--- src/rtl/queen_job_arbiter.sv ---
// Round-robin front end that serialises four requesters onto one shared
// eight-queen solver, with a per-job WAIT timeout and a saturating job counter.
module queen_job_arbiter #(
    parameter int unsigned TIMEOUT = 50000
) (
    input  logic        clk,
    input  logic        rst,
    input  logic [3:0]  req,
    output logic [3:0]  ack,
    output logic [7:0]  rsp_data,
    output logic        rsp_timeout,
    output logic        busy,
    output logic [1:0]  grant_id,
    output logic [15:0] job_count,
    output logic        slv_start,
    output logic        slv_abort,
    input  logic        slv_done,
    input  logic [7:0]  slv_result
);

    localparam int unsigned N_REQ  = 4;
    localparam int unsigned ID_W   = 2;
    localparam int unsigned DATA_W = 8;
    localparam int unsigned CNT_W  = 16;
    localparam int unsigned JOBS_W = 16;

    typedef enum logic [1:0] {
        S_IDLE   = 2'd0,
        S_LAUNCH = 2'd1,
        S_WAIT   = 2'd2,
        S_RESP   = 2'd3
    } state_t;

    state_t              r_state;
    state_t              w_state_nxt;

    logic [ID_W-1:0]     r_rr_ptr;
    logic [ID_W-1:0]     r_grant_id;
    logic [CNT_W-1:0]    r_wait_cnt;
    logic [N_REQ-1:0]    r_ack;
    logic [DATA_W-1:0]   r_rsp_data;
    logic                r_rsp_timeout;
    logic                r_busy;
    logic [JOBS_W-1:0]   r_job_count;
    logic                r_slv_start;

    logic [2*N_REQ-1:0]  w_req_dbl;
    logic [N_REQ-1:0]    w_req_rot;
    logic [ID_W-1:0]     w_offset;
    logic [ID_W-1:0]     w_winner;
    logic                w_timeout_hit;
    logic                w_grab;
    logic                w_done;
    logic                w_abort;

    // Rotate requests so the RR pointer sits at bit 0; lowest set bit wins.
    always_comb begin
        w_req_dbl = {req, req};
        w_req_rot = N_REQ'(w_req_dbl >> r_rr_ptr);
        w_offset  = '0;
        for (int i = N_REQ - 1; i >= 0; i--) begin
            if (w_req_rot[i]) begin
                w_offset = ID_W'(unsigned'(i));
            end
        end
        w_winner = r_rr_ptr + w_offset;
    end

    assign w_timeout_hit = (r_wait_cnt == CNT_W'(TIMEOUT - 1));

    // State register.
    always_ff @(posedge clk) begin
        if (rst) begin
            r_state <= S_IDLE;
        end else begin
            r_state <= w_state_nxt;
        end
    end

    // Next-state logic.
    always_comb begin
        w_state_nxt = r_state;
        case (r_state)
            S_IDLE:   if (|req) w_state_nxt = S_LAUNCH;
            S_LAUNCH: w_state_nxt = S_WAIT;
            S_WAIT:   if (slv_done || w_timeout_hit) w_state_nxt = S_RESP;
            S_RESP:   w_state_nxt = S_IDLE;
            default:  w_state_nxt = S_IDLE;
        endcase
    end

    // Output decode; done takes precedence over a coincident timeout.
    always_comb begin
        w_grab  = 1'b0;
        w_done  = 1'b0;
        w_abort = 1'b0;
        case (r_state)
            S_IDLE: w_grab = |req;
            S_WAIT: begin
                w_done  = slv_done;
                w_abort = !slv_done && w_timeout_hit;
            end
            default: ;
        endcase
    end

    always_ff @(posedge clk) begin
        if (rst) begin
            r_rr_ptr      <= '0;
            r_grant_id    <= '0;
            r_wait_cnt    <= '0;
            r_ack         <= '0;
            r_rsp_data    <= '0;
            r_rsp_timeout <= 1'b0;
            r_busy        <= 1'b0;
            r_job_count   <= '0;
            r_slv_start   <= 1'b0;
        end else begin
            r_slv_start <= w_grab;
            r_busy      <= (w_state_nxt != S_IDLE);

            if (w_grab) begin
                r_grant_id <= w_winner;
                r_rr_ptr   <= w_winner + ID_W'(1);
            end

            if (r_state == S_LAUNCH) begin
                r_wait_cnt <= '0;
            end else if ((r_state == S_WAIT) && !w_done && !w_abort) begin
                r_wait_cnt <= r_wait_cnt + CNT_W'(1);
            end

            // Result and count are updated on entry to RESP so they are valid with ack.
            if (w_done) begin
                r_rsp_data    <= slv_result;
                r_rsp_timeout <= 1'b0;
                if (r_job_count != '1) begin
                    r_job_count <= r_job_count + JOBS_W'(1);
                end
            end else if (w_abort) begin
                r_rsp_data    <= '0;
                r_rsp_timeout <= 1'b1;
            end

            r_ack <= (w_done || w_abort) ? (N_REQ'(1) << r_grant_id) : '0;
        end
    end

    assign ack         = r_ack;
    assign rsp_data    = r_rsp_data;
    assign rsp_timeout = r_rsp_timeout;
    assign busy        = r_busy;
    assign grant_id    = r_grant_id;
    assign job_count   = r_job_count;
    assign slv_start   = r_slv_start;
    // Abort must land in the deciding WAIT cycle, so it is decoded from the live done flag.
    assign slv_abort   = w_abort && !rst;

endmodule
--- config.mk ---
export PLATFORM = sky130hd
export DESIGN_NAME = queen_job_arbiter
export DESIGN_NICKNAME = d
export VERILOG_FILES = /design/src/rtl/queen_job_arbiter.sv
export SDC_FILE = /design/constraint.sdc
export NUM_CORES = 1
export LEC_CHECK = 0
export CORE_ASPECT_RATIO = 1.1
export CORE_MARGIN = 5
export CORE_UTILIZATION = 50
export CTS_CLUSTER_DIAMETER = 80
export DETAILED_ROUTE_END_ITERATION = 16
export HOLD_SLACK_MARGIN = 0.1
export PLACE_DENSITY = 0.83
export SLEW_MARGIN = 15
export SYNTH_ARGS = -nofsm -noshare
export SYNTH_HDL_FRONTEND = slang
export SYNTH_SLANG_ARGS = --single-unit
--- constraint.sdc ---
create_clock -name clk -period 3.3 [get_ports clk]
set_input_delay 0.66 -clock clk [delete_from_list [all_inputs] [get_ports clk]]
set_output_delay 0.66 -clock clk [all_outputs]
set_load 0.005 [all_outputs]
After elaboration in Yosys (flattened, before gate mapping)
Index checks and enable logic that the tools add are counted.
{ "classes": {"addsub": 4, "n_eq_ne": 5, "shift": 2, "n_mux": 12, "bitwise": 1, "reduce_logical": 18} }
{ "op_table": {"columns": ["op", "count"], "rows": [
  ["$add A16 B1 Y16 const B", 2],
  ["$eq A16 B16 Y1 const B", 1],
  ["$mux W8", 2],
  ["$ne A16 B16 Y1 const B", 1],
  ["$mux W2", 6],
  ["$pmux W2 S4", 1],
  ["$shr A8 B2 Y4", 1],
  ["$reduce_or A2 Y1", 3],
  ["$eq A2 B2 Y1 const B", 2],
  ["$logic_and A1 B1 Y1", 4],
  ["$logic_not A1 Y1", 4],
  ["$reduce_bool A2 Y1", 2],
  ["$reduce_or A4 Y1", 1],
  ["$shl A1 B2 Y4 const A", 1],
  ["$mux W1", 3],
  ["$add A2 B1 Y2 const B", 1],
  ["$add A2 B2 Y2", 1],
  ["$eq A2 B1 Y1 const B", 1],
  ["$logic_not A2 Y1", 1],
  ["$logic_or A1 B1 Y1", 2],
  ["$reduce_and A2 Y1", 1],
  ["$not A1 Y1", 1]
]} }
{ "word_totals": {"regBits": 53, "inputBits": 15, "out_inout_bits": 34, "wordCells": 52} }

Longest topological paths before layout
Gate-level depths: netlist of the first run.
{ "logic_depth": {"depth_word": 7, "depth_mapped": 10, "depth_no_buf": 9} }

Worst setup path after synthesis of the first run
OpenSTA, ideal clock, no wires.
{ "synth_path": {"path_kind": "in2reg", "from": "input req[2]", "to": "register r_rr_ptr[1]", "setup_ns": 0.072, "t_arrival_ns": 2.262, "required_time_ns": 3.228, "path_slack_ns": 0.966, "path_stages": 8, "n_path_buf": 1, "cell_sequence": "buf_2 o311a_1 o21ai_0 ha_1 xor2_1 xnor2_1 or3_1 a21oi_1"} }
{ "synth_via": {"elab_chain_cells": 7, "word_cells_on_any_way": 9, "classes_between": "add/sub (2); shift (1); mux (5); reduce/logical (1)"} }
{ "synth_lines": {"columns": ["item", "line_no", "text"], "rows": [
  ["from (decl)", "8", "input logic [3:0] req,"],
  ["$shr A8 B2 Y4 *", "59", "w_req_rot = N_REQ'(w_req_dbl >> r_rr_ptr);"],
  ["$mux W2 (3 in a row)", "62", "if (w_req_rot[i]) begin"],
  ["$mux W2 *", "62", null],
  ["$add A2 B2 Y2 *", "66", "w_winner = r_rr_ptr + w_offset;"],
  ["net w_winner[0]", "50", "logic [ID_W-1:0] w_winner;"],
  ["$add A2 B1 Y2 *", "124", "r_rr_ptr <= w_winner + ID_W'(1);"],
  ["to (signal assigned)", "124", null],
  ["to (decl)", "37", "logic [ID_W-1:0] r_rr_ptr;"]
]} }
Mark *: on every way through the listed nets, which the timed path passes. The rest lies on a longest branch.
A chain may end at the register's enable or synchronous reset.

Worst setup path in the final report of the first run
{ "layout_path": {"from": "register r_wait_cnt[4]", "to": "output slv_abort"} }
{ "layout_via": {"elab_chain_cells": 4} }
{ "layout_lines": {"columns": ["item", "line_no", "text"], "rows": [
  ["from (decl)", "39", "logic [CNT_W-1:0] r_wait_cnt;"],
  ["from (signal assigned)", "130", "r_wait_cnt <= r_wait_cnt + CNT_W'(1);"],
  ["$eq A16 B16 Y1", "69", "assign w_timeout_hit = (r_wait_cnt == CNT_W'(TIMEOUT - 1));"],
  ["$logic_and A1 B1 Y1", "101", "w_abort = !slv_done && w_timeout_hit;"],
  ["$mux W1", "97", "case (r_state)"],
  ["$logic_and A1 B1 Y1", "157", "assign slv_abort = w_abort && !rst;"],
  ["to (decl)", "16", "output logic slv_abort,"]
]} }
No other way between the ends.

==> results of run 1 <==
[critical path, cell delays in order (launching register included)]
cell                              delay (ns)
sky130_fd_sc_hd__dfxtp_1                0.35
sky130_fd_sc_hd__nor4_2                 0.33
sky130_fd_sc_hd__nand3_2                0.13
sky130_fd_sc_hd__nor4_4                 0.26
sky130_fd_sc_hd__buf_4                  0.18
sky130_fd_sc_hd__nor3b_1                0.17
sky130_fd_sc_hd__clkdlybuf4s50_1        0.53
[final cells by class]
class | count | area, µm² | area share, %
clock buffer | 5 | 68.82 | 2.238
clock inverter | 1 | 5.005 | 0.1627
inverter | 7 | 26.28 | 0.8544
multi-input combinational | 208 | 1346 | 43.78
sequential | 53 | 1061 | 34.50
tap | 58 | 72.57 | 2.360
timing repair buffer | 50 | 495.5 | 16.11
[synthesized netlist by cell type (6+ instances only)]
library cell and instances:
sky130_fd_sc_hd__a22oi_1 8, sky130_fd_sc_hd__dfxtp_1 53, sky130_fd_sc_hd__nor3_1 9, sky130_fd_sc_hd__o21ai_0 6, sky130_fd_sc_hd__a21oi_1 10, sky130_fd_sc_hd__or3_1 6, sky130_fd_sc_hd__nand3_1 21, sky130_fd_sc_hd__xor2_1 17
sky130_fd_sc_hd__ha_1 7, sky130_fd_sc_hd__nand2_1 14, sky130_fd_sc_hd__nor2_1 50, sky130_fd_sc_hd__xnor2_1 13, sky130_fd_sc_hd__inv_1 7
[routing by layer]
layer	part of all wire, %	wire (µm)	vias up
met1	45	2404	1005
met5	0	0	-
met3	3.9	207	5
met2	50	2668	40
li1	-	-	1065
met4	1.0	56	0
[sequential cells by signal (all words and copies together), names as in the netlist]
signal       count
slv_start        1
r_wait_cnt      16
grant_id         2
r_rr_ptr         2
r_state          2
busy             1
ack              4
job_count       16
rsp_timeout      1
rsp_data         8
[where the power goes]
part / switching, mW / total, mW / internal, mW
logic: 0.242 / 0.476 / 0.234
registers: 0.0609 / 0.763 / 0.702
clock network: 0.189 / 0.329 / 0.140
total: 0.492 / 1.57 / 1.08
[cells by family after synthesis]
group,Yosys count
xor+xnor,30
buf+inv,18
simple gates,132
flops,53
mux,1
fa+ha+maj,7
compound gates,38
[worst paths after layout]
check / cells after the start / to / slack [ns]
worst max register to register: 8 / r_rr_ptr[1]$_SDFFE_PP0P_ / 1.08
worst max-delay path: 6 / slv_abort / 0.40
worst min register to register: 2 / job_count[1]$_SDFFE_PP0P_ / 0.51
worst min-delay path: 2 / job_count[1]$_SDFFE_PP0P_ / 0.51
[metrics by stage]
step	area, µm²	power (mW)
2_1_floorplan	2486	1.096
3_3_place_gp	3002	1.242
3_5_place_dp	3002	1.257
4_1_cts	3075	1.587
5_1_grt	3075	1.667
6_report	3075	1.568
==> impl_metrics.py, run 1 <==
metrics = {
    "outcome": {
        "status": "finished, final reports clean",
    },
    "layout": {
        "mostFrequentLayoutCells": "53 x sky130_fd_sc_hd__dfxtp_1, 50 x sky130_fd_sc_hd__nor2_1, 48 x sky130_fd_sc_hd__clkdlybuf4s50_1",
        "area_delta_synth_final_pct": 23.70,
        "n_antenna_cell": 0,
        "fillCellCount": 423,
        "final_util_pct": 62.35,
        "final_common_cell": "sky130_fd_sc_hd__dfxtp_1",
        "drive_above_1_share_pct": 6.481,
        "count_of_non_filler_cells_in_the_finished_layout": 382,
        "design.final.nets": 347,
    },
    "synthesis": {
        "synth.area.top_cells": "sky130_fd_sc_hd__dfxtp_1 43%, sky130_fd_sc_hd__nor2_1 7.5%, sky130_fd_sc_hd__xor2_1 6.0%",
        "yosys.area_share.xor_xnor_pct": 10.57,
        "yosysWarningCount": 0,
        "syn_area_um2": 2486,
        "dominant_combinational_cell_family_by_area_after_synthesis": "simple AND/OR/NAND/NOR gates",
        "synthesis.instances": 279,
        "synth.mux.area_fraction_pct": 0.4026,
        "synth_top_cell_area_share_pct": 42.68,
        "synth-seq-area-share_pct": 42.68,
        "synthDistinctLibCells": 47,
        "synthSimpleGateAreaFrac_pct": 28.38,
        "synth_nets": 301,
        "synth_adder_area_share_pct": 3.523,
        "dominant_register_cell_in_the_synthesized_netlist": "sky130_fd_sc_hd__dfxtp_1",
        "yosysTopAreaCell": "sky130_fd_sc_hd__dfxtp_1",
        "synth_edf_count": 0,
        "postSynthRegisterBits": 53,
        "synth_compound_area_share_pct": 11.27,
        "synth-async-reset-ratio_pct": 0,
        "post_synth.cell_area_avg_um2": 8.911,
    },
    "cts": {
        "cts-root-to-sink-buffers": 2,
        "clock_sink_count": 53,
        "cts_tree": "built",
        "cts_inserted_buffers": 5,
        "clk-insertion-delay-late_ns": 0.30,
        "cts.root.buffer_cell": "sky130_fd_sc_hd__clkbuf_8",
        "hold_buffers": 0,
        "cts.repair.resized": 0,
        "cts_setup_buffers": 0,
        "clock_tree.htree_level_count": 2,
        "clkTransAtPathRegs_ns": 0.09,
    },
    "drt": {
        "dr.first_iter.drc_count": 92,
        "number_of_nets_still_failing_antenna_checks_after_routing": 0,
        "drtPass1Iterations": 4,
        "routed_wire_length_per_instance_um": 13.97,
        "drcViolationCount": 0,
        "finalWirelength_mm": 5.335,
        "via_per_inst": 5.537,
        "num_vias": 2115,
    },
    "timing": {
        "final.setup.worst_slack_ns": 0.3956,
        "relative_slew_slack_pct": 54.54,
        "final_critical_delay_including_setup_and_external_delays_ns": 2.904,
        "worst_slew_pin_slew_ns": 0.6746,
        "setup_total_negative_slack_ns": 0,
        "skew_ns": 0.009998,
        "total_count_of_max_transition_violations_in_the_final_report": 0,
        "hold_viol_final": 0,
        "max_freq_ghz": 0.3443,
        "setup_repair_after_global_routing_missed_its_margin": "no",
        "fin_crit_sh_pct": 88.01,
        "hold_ws_ns": 0.5090,
        "report.final.setup_viol": 0,
    },
    "critical_path": {
        "worstReg2RegStart": "r_rr_ptr[0]$_SDFFE_PP0P_",
        "path_max_fanout": 6,
        "critPathRequiredTime_ns": 2.64,
        "timing.critical_path.from": "r_wait_cnt[4]$_SDFFE_PP0P_",
        "criticalPathCategory": "reg -> out",
        "cp_data_arrival_time_ns": 2.24,
        "crit_path_start_kind": "flip-flop",
        "crit_path_end_kind": "output port",
    },
    "grt": {
        "grt_usage_pct": 17.20,
        "overflow": 0,
        "gr-max-usage-layer": "met2",
        "antenna_found_initial": 0,
        "global_route.usage.met3_pct": 4.320,
        "first_global_vias": 2076,
        "grtUsageMet1_pct": 22.36,
        "grt_first_pass_wirelength_mm": 9.404,
        "global_route.usage.met2_pct": 28.18,
        "grt_max_degree": 38,
    },
    "power_and_ir_drop": {
        "power_density_nw_per_um2": 509.8,
        "vdd.ir_drop.worst_mv": 0.2671,
        "power.leakage_nw": 1.057,
    },
    "place": {
        "dpl.hpwl_mm": 3.817,
        "place_worst_setup_slack_ns": 0.3389,
        "gpl.final_weighted_congestion": 0.8210,
        "dp.cells": 376,
        "numPortBuffers": 48,
    },
    "floorplanning": {
        "rows": 27,
        "chipHeight_um": 83.96,
        "die_outline_width_um": 77.23,
        "effective_utilization_at_floorplan_pct": 50.41,
        "dieArea_um2": 6484,
        "design.core.area_um2": 4932,
        "floorplan.io_pins": 49,
    },
    "job": {
        "drv_cap": 0,
    },
    "worst_hold_path": {
        "worstHoldPathType": "reg -> reg",
        "timing.hold.worst.start": "job_count[1]$_SDFFE_PP0P_",
    },
}
(Power assumes the default switching activity.)
==> inputs of run 2 (changes only) <==
--- a/config.mk
+++ b/config.mk
@@ -16,3 +16,4 @@
 export SYNTH_ARGS = -nofsm -noshare
 export SYNTH_HDL_FRONTEND = slang
 export SYNTH_SLANG_ARGS = --single-unit
+export TNS_END_PERCENT = 30
==> results of run 2 <==
No change in the layout: final DEF, timing and power equal those of run 1.
==> inputs of run 3 (changes only) <==
--- a/config.mk
+++ b/config.mk
@@ -12,6 +12,7 @@
 export DETAILED_ROUTE_END_ITERATION = 16
 export HOLD_SLACK_MARGIN = 0.1
 export PLACE_DENSITY = 0.83
+export RECOVER_POWER = 50
 export SLEW_MARGIN = 15
 export SYNTH_ARGS = -nofsm -noshare
 export SYNTH_HDL_FRONTEND = slang
==> run 3 against run 2 <==
  * Non-clock buffer count did not move
  * Die area did not move
  * Setup slack improved by 0.0020 ns
  * Core utilization fell by 0.48 points
  * Final cell count did not move
  * The flow now finishes with violations (capacitance limit, slew limit)
  * Clock skew barely moved
  * Maximum frequency barely moved
  * Critical path depth did not move
==> impl_metrics.py, run 3 (synthesis results as in run 1) <==
metrics = {
    "grt": {
        "overflow": 0,
        "grt_first_pass_wirelength_mm": 9.404,
        "grt_max_degree": 38,
        "antenna_found_initial": 0,
        "grt_usage_pct": 17.20,
        "first_global_vias": 2076,
    },
    "timing": {
        "max_freq_ghz": 0.3445,
        "setup_repair_after_global_routing_missed_its_margin": "no",
        "hold_viol_final": 0,
        "fin_crit_sh_pct": 87.95,
        "setup_total_negative_slack_ns": 0,
        "total_count_of_max_transition_violations_in_the_final_report": 38,
        "final_critical_delay_including_setup_and_external_delays_ns": 2.902,
        "skew_ns": 0.009664,
        "relative_slew_slack_pct": -7.703,
        "worst_slew_pin_slew_ns": 1.616,
        "report.final.setup_viol": 0,
    },
    "floorplanning": {
        "dieArea_um2": 6484,
        "chipHeight_um": 83.96,
        "floorplan.io_pins": 49,
        "rows": 27,
        "effective_utilization_at_floorplan_pct": 50.41,
        "design.core.area_um2": 4932,
        "die_outline_width_um": 77.23,
    },
    "place": {
        "numPortBuffers": 48,
        "dpl.hpwl_mm": 3.817,
        "gpl.final_weighted_congestion": 0.8210,
        "dp.cells": 376,
    },
    "cts": {
        "cts_setup_buffers": 0,
        "clock_tree.htree_level_count": 2,
        "cts.root.buffer_cell": "sky130_fd_sc_hd__clkbuf_8",
        "clk-insertion-delay-late_ns": 0.30,
        "clock_sink_count": 53,
        "cts_inserted_buffers": 5,
        "cts-root-to-sink-buffers": 2,
        "hold_buffers": 0,
        "cts_tree": "built",
        "cts.repair.resized": 0,
        "clkTransAtPathRegs_ns": 0.09,
    },
    "layout": {
        "count_of_non_filler_cells_in_the_finished_layout": 382,
        "total_area_of_multi_input_combinational_cells_um2": 1326,
        "design.final.nets": 347,
        "drive_above_1_share_pct": 5.556,
        "mostFrequentLayoutCells": "53 x sky130_fd_sc_hd__dfxtp_1, 50 x sky130_fd_sc_hd__nor2_1, 25 x sky130_fd_sc_hd__dlygate4sd3_1",
        "area_delta_synth_final_pct": 22.75,
        "final_common_cell": "sky130_fd_sc_hd__dfxtp_1",
        "final_util_pct": 61.87,
        "final-seq-area_um2": 1061,
        "n_antenna_cell": 0,
        "fillCellCount": 425,
    },
    "worst_hold_path": {
        "worstHoldPathType": "reg -> reg",
    },
    "critical_path": {
        "cpPeakStageDelay_ns": 0.53,
        "path_max_fanout": 6,
        "crit_path_end_kind": "output port",
        "criticalPathCategory": "reg -> out",
        "crit_path_start_kind": "flip-flop",
        "crit_chain": "nor4_2 -> nand3_2 -> nor4_4 -> buf_4 -> nor3b_1 -> clkdlybuf4s50_1",
        "cpMaxStageDelayCell": "sky130_fd_sc_hd__clkdlybuf4s50_1",
        "critPathRequiredTime_ns": 2.64,
        "cp_data_arrival_time_ns": 2.24,
    },
    "drt": {
        "drcViolationCount": 0,
        "drtPass1Iterations": 4,
        "num_vias": 2111,
        "dr.first_iter.drc_count": 79,
        "routed_wire_length_per_instance_um": 13.98,
        "via_per_inst": 5.526,
        "number_of_nets_still_failing_antenna_checks_after_routing": 0,
        "finalWirelength_mm": 5.341,
    },
    "power_and_ir_drop": {
        "sw_frac_of_total_pct": 31.34,
        "net-switching-power_mw": 0.4837,
        "p_clk_share_pct": 21.3,
        "vdd.ir_drop.worst_mv": 0.2639,
        "power.total_mw": 1.543,
        "power.sequential.fraction_pct": 49.2,
        "power.leakage_nw": 1.129,
        "combPwrFrac_pct": 29.5,
        "total_internal_power_mw": 1.060,
        "power_density_nw_per_um2": 505.7,
    },
    "outcome": {
        "status": "complete, but fails checks",
        "violations": "capacitance limit, slew limit",
    },
    "job": {
        "drv_cap": 1,
    },
}
run 3: cell types whose count changed in the layout (fill, tap and decap cells not counted), sizes merged:
cell and change:
clkdlybuf4s50 -25, buf -1, clkbuf +1, dlygate4sd3 +25
run 3: layout make-up:
type                    count  share of cell area, %
multi-input cells         208                  43.46
flip-flops and latches     53                  34.77
repair buffers             50                  16.11
well taps                  58                  2.378
clock buffers               5                  2.255
inverters                   7                 0.8610
clock inverters             1                 0.1640
run 3: power groups by stage:
stage	clock network [mW]	registers (mW)	logic (mW)
finish	0.329	0.759	0.455
global route	0.367	0.770	0.506
CTS	0.342	0.762	0.483
detailed placement	0	0.777	0.480
global placement	0	0.774	0.467
floorplan	0	0.761	0.335
run 3: per-layer routing:
layer	wire, µm	GRT usage (%)
met5	0	0
met4	54	4.531
met3	190	4.320
met2	2670	28.18
met1	2425	22.36
run 3: path summary, 6_finish.rpt:
check                              to                       start  cells past startpoint  slack, ns
max                         slv_abort  r_wait_cnt[4]$_SDFFE_PP0P_                      6       0.40
min reg2reg  rsp_timeout$_SDFFE_PP0P_    rsp_timeout$_SDFFE_PP0P_                      2       0.51
min          rsp_timeout$_SDFFE_PP0P_    rsp_timeout$_SDFFE_PP0P_                      2       0.51
max reg2reg  r_rr_ptr[1]$_SDFFE_PP0P_    r_rr_ptr[0]$_SDFFE_PP0P_                      8       1.06
run 3: critical path: cells and delay by family (launching register included):
kind	cells	cell delay, ns
simple gates	4	0.89
flops	1	0.35
buf+inv	2	0.71
run 3: per-stage QoR:
stage	hold WS, ns	setup slack (ns)	cell area, µm²
after global placement	0.4795	0.4193	3002
after CTS	0.5134	0.3681	3075
after detailed placement	0.4967	0.3389	3002
after floorplan	0.4805	0.9659	2486
final	0.5057	0.3976	3052
after global routing	0.5435	0.2600	3052
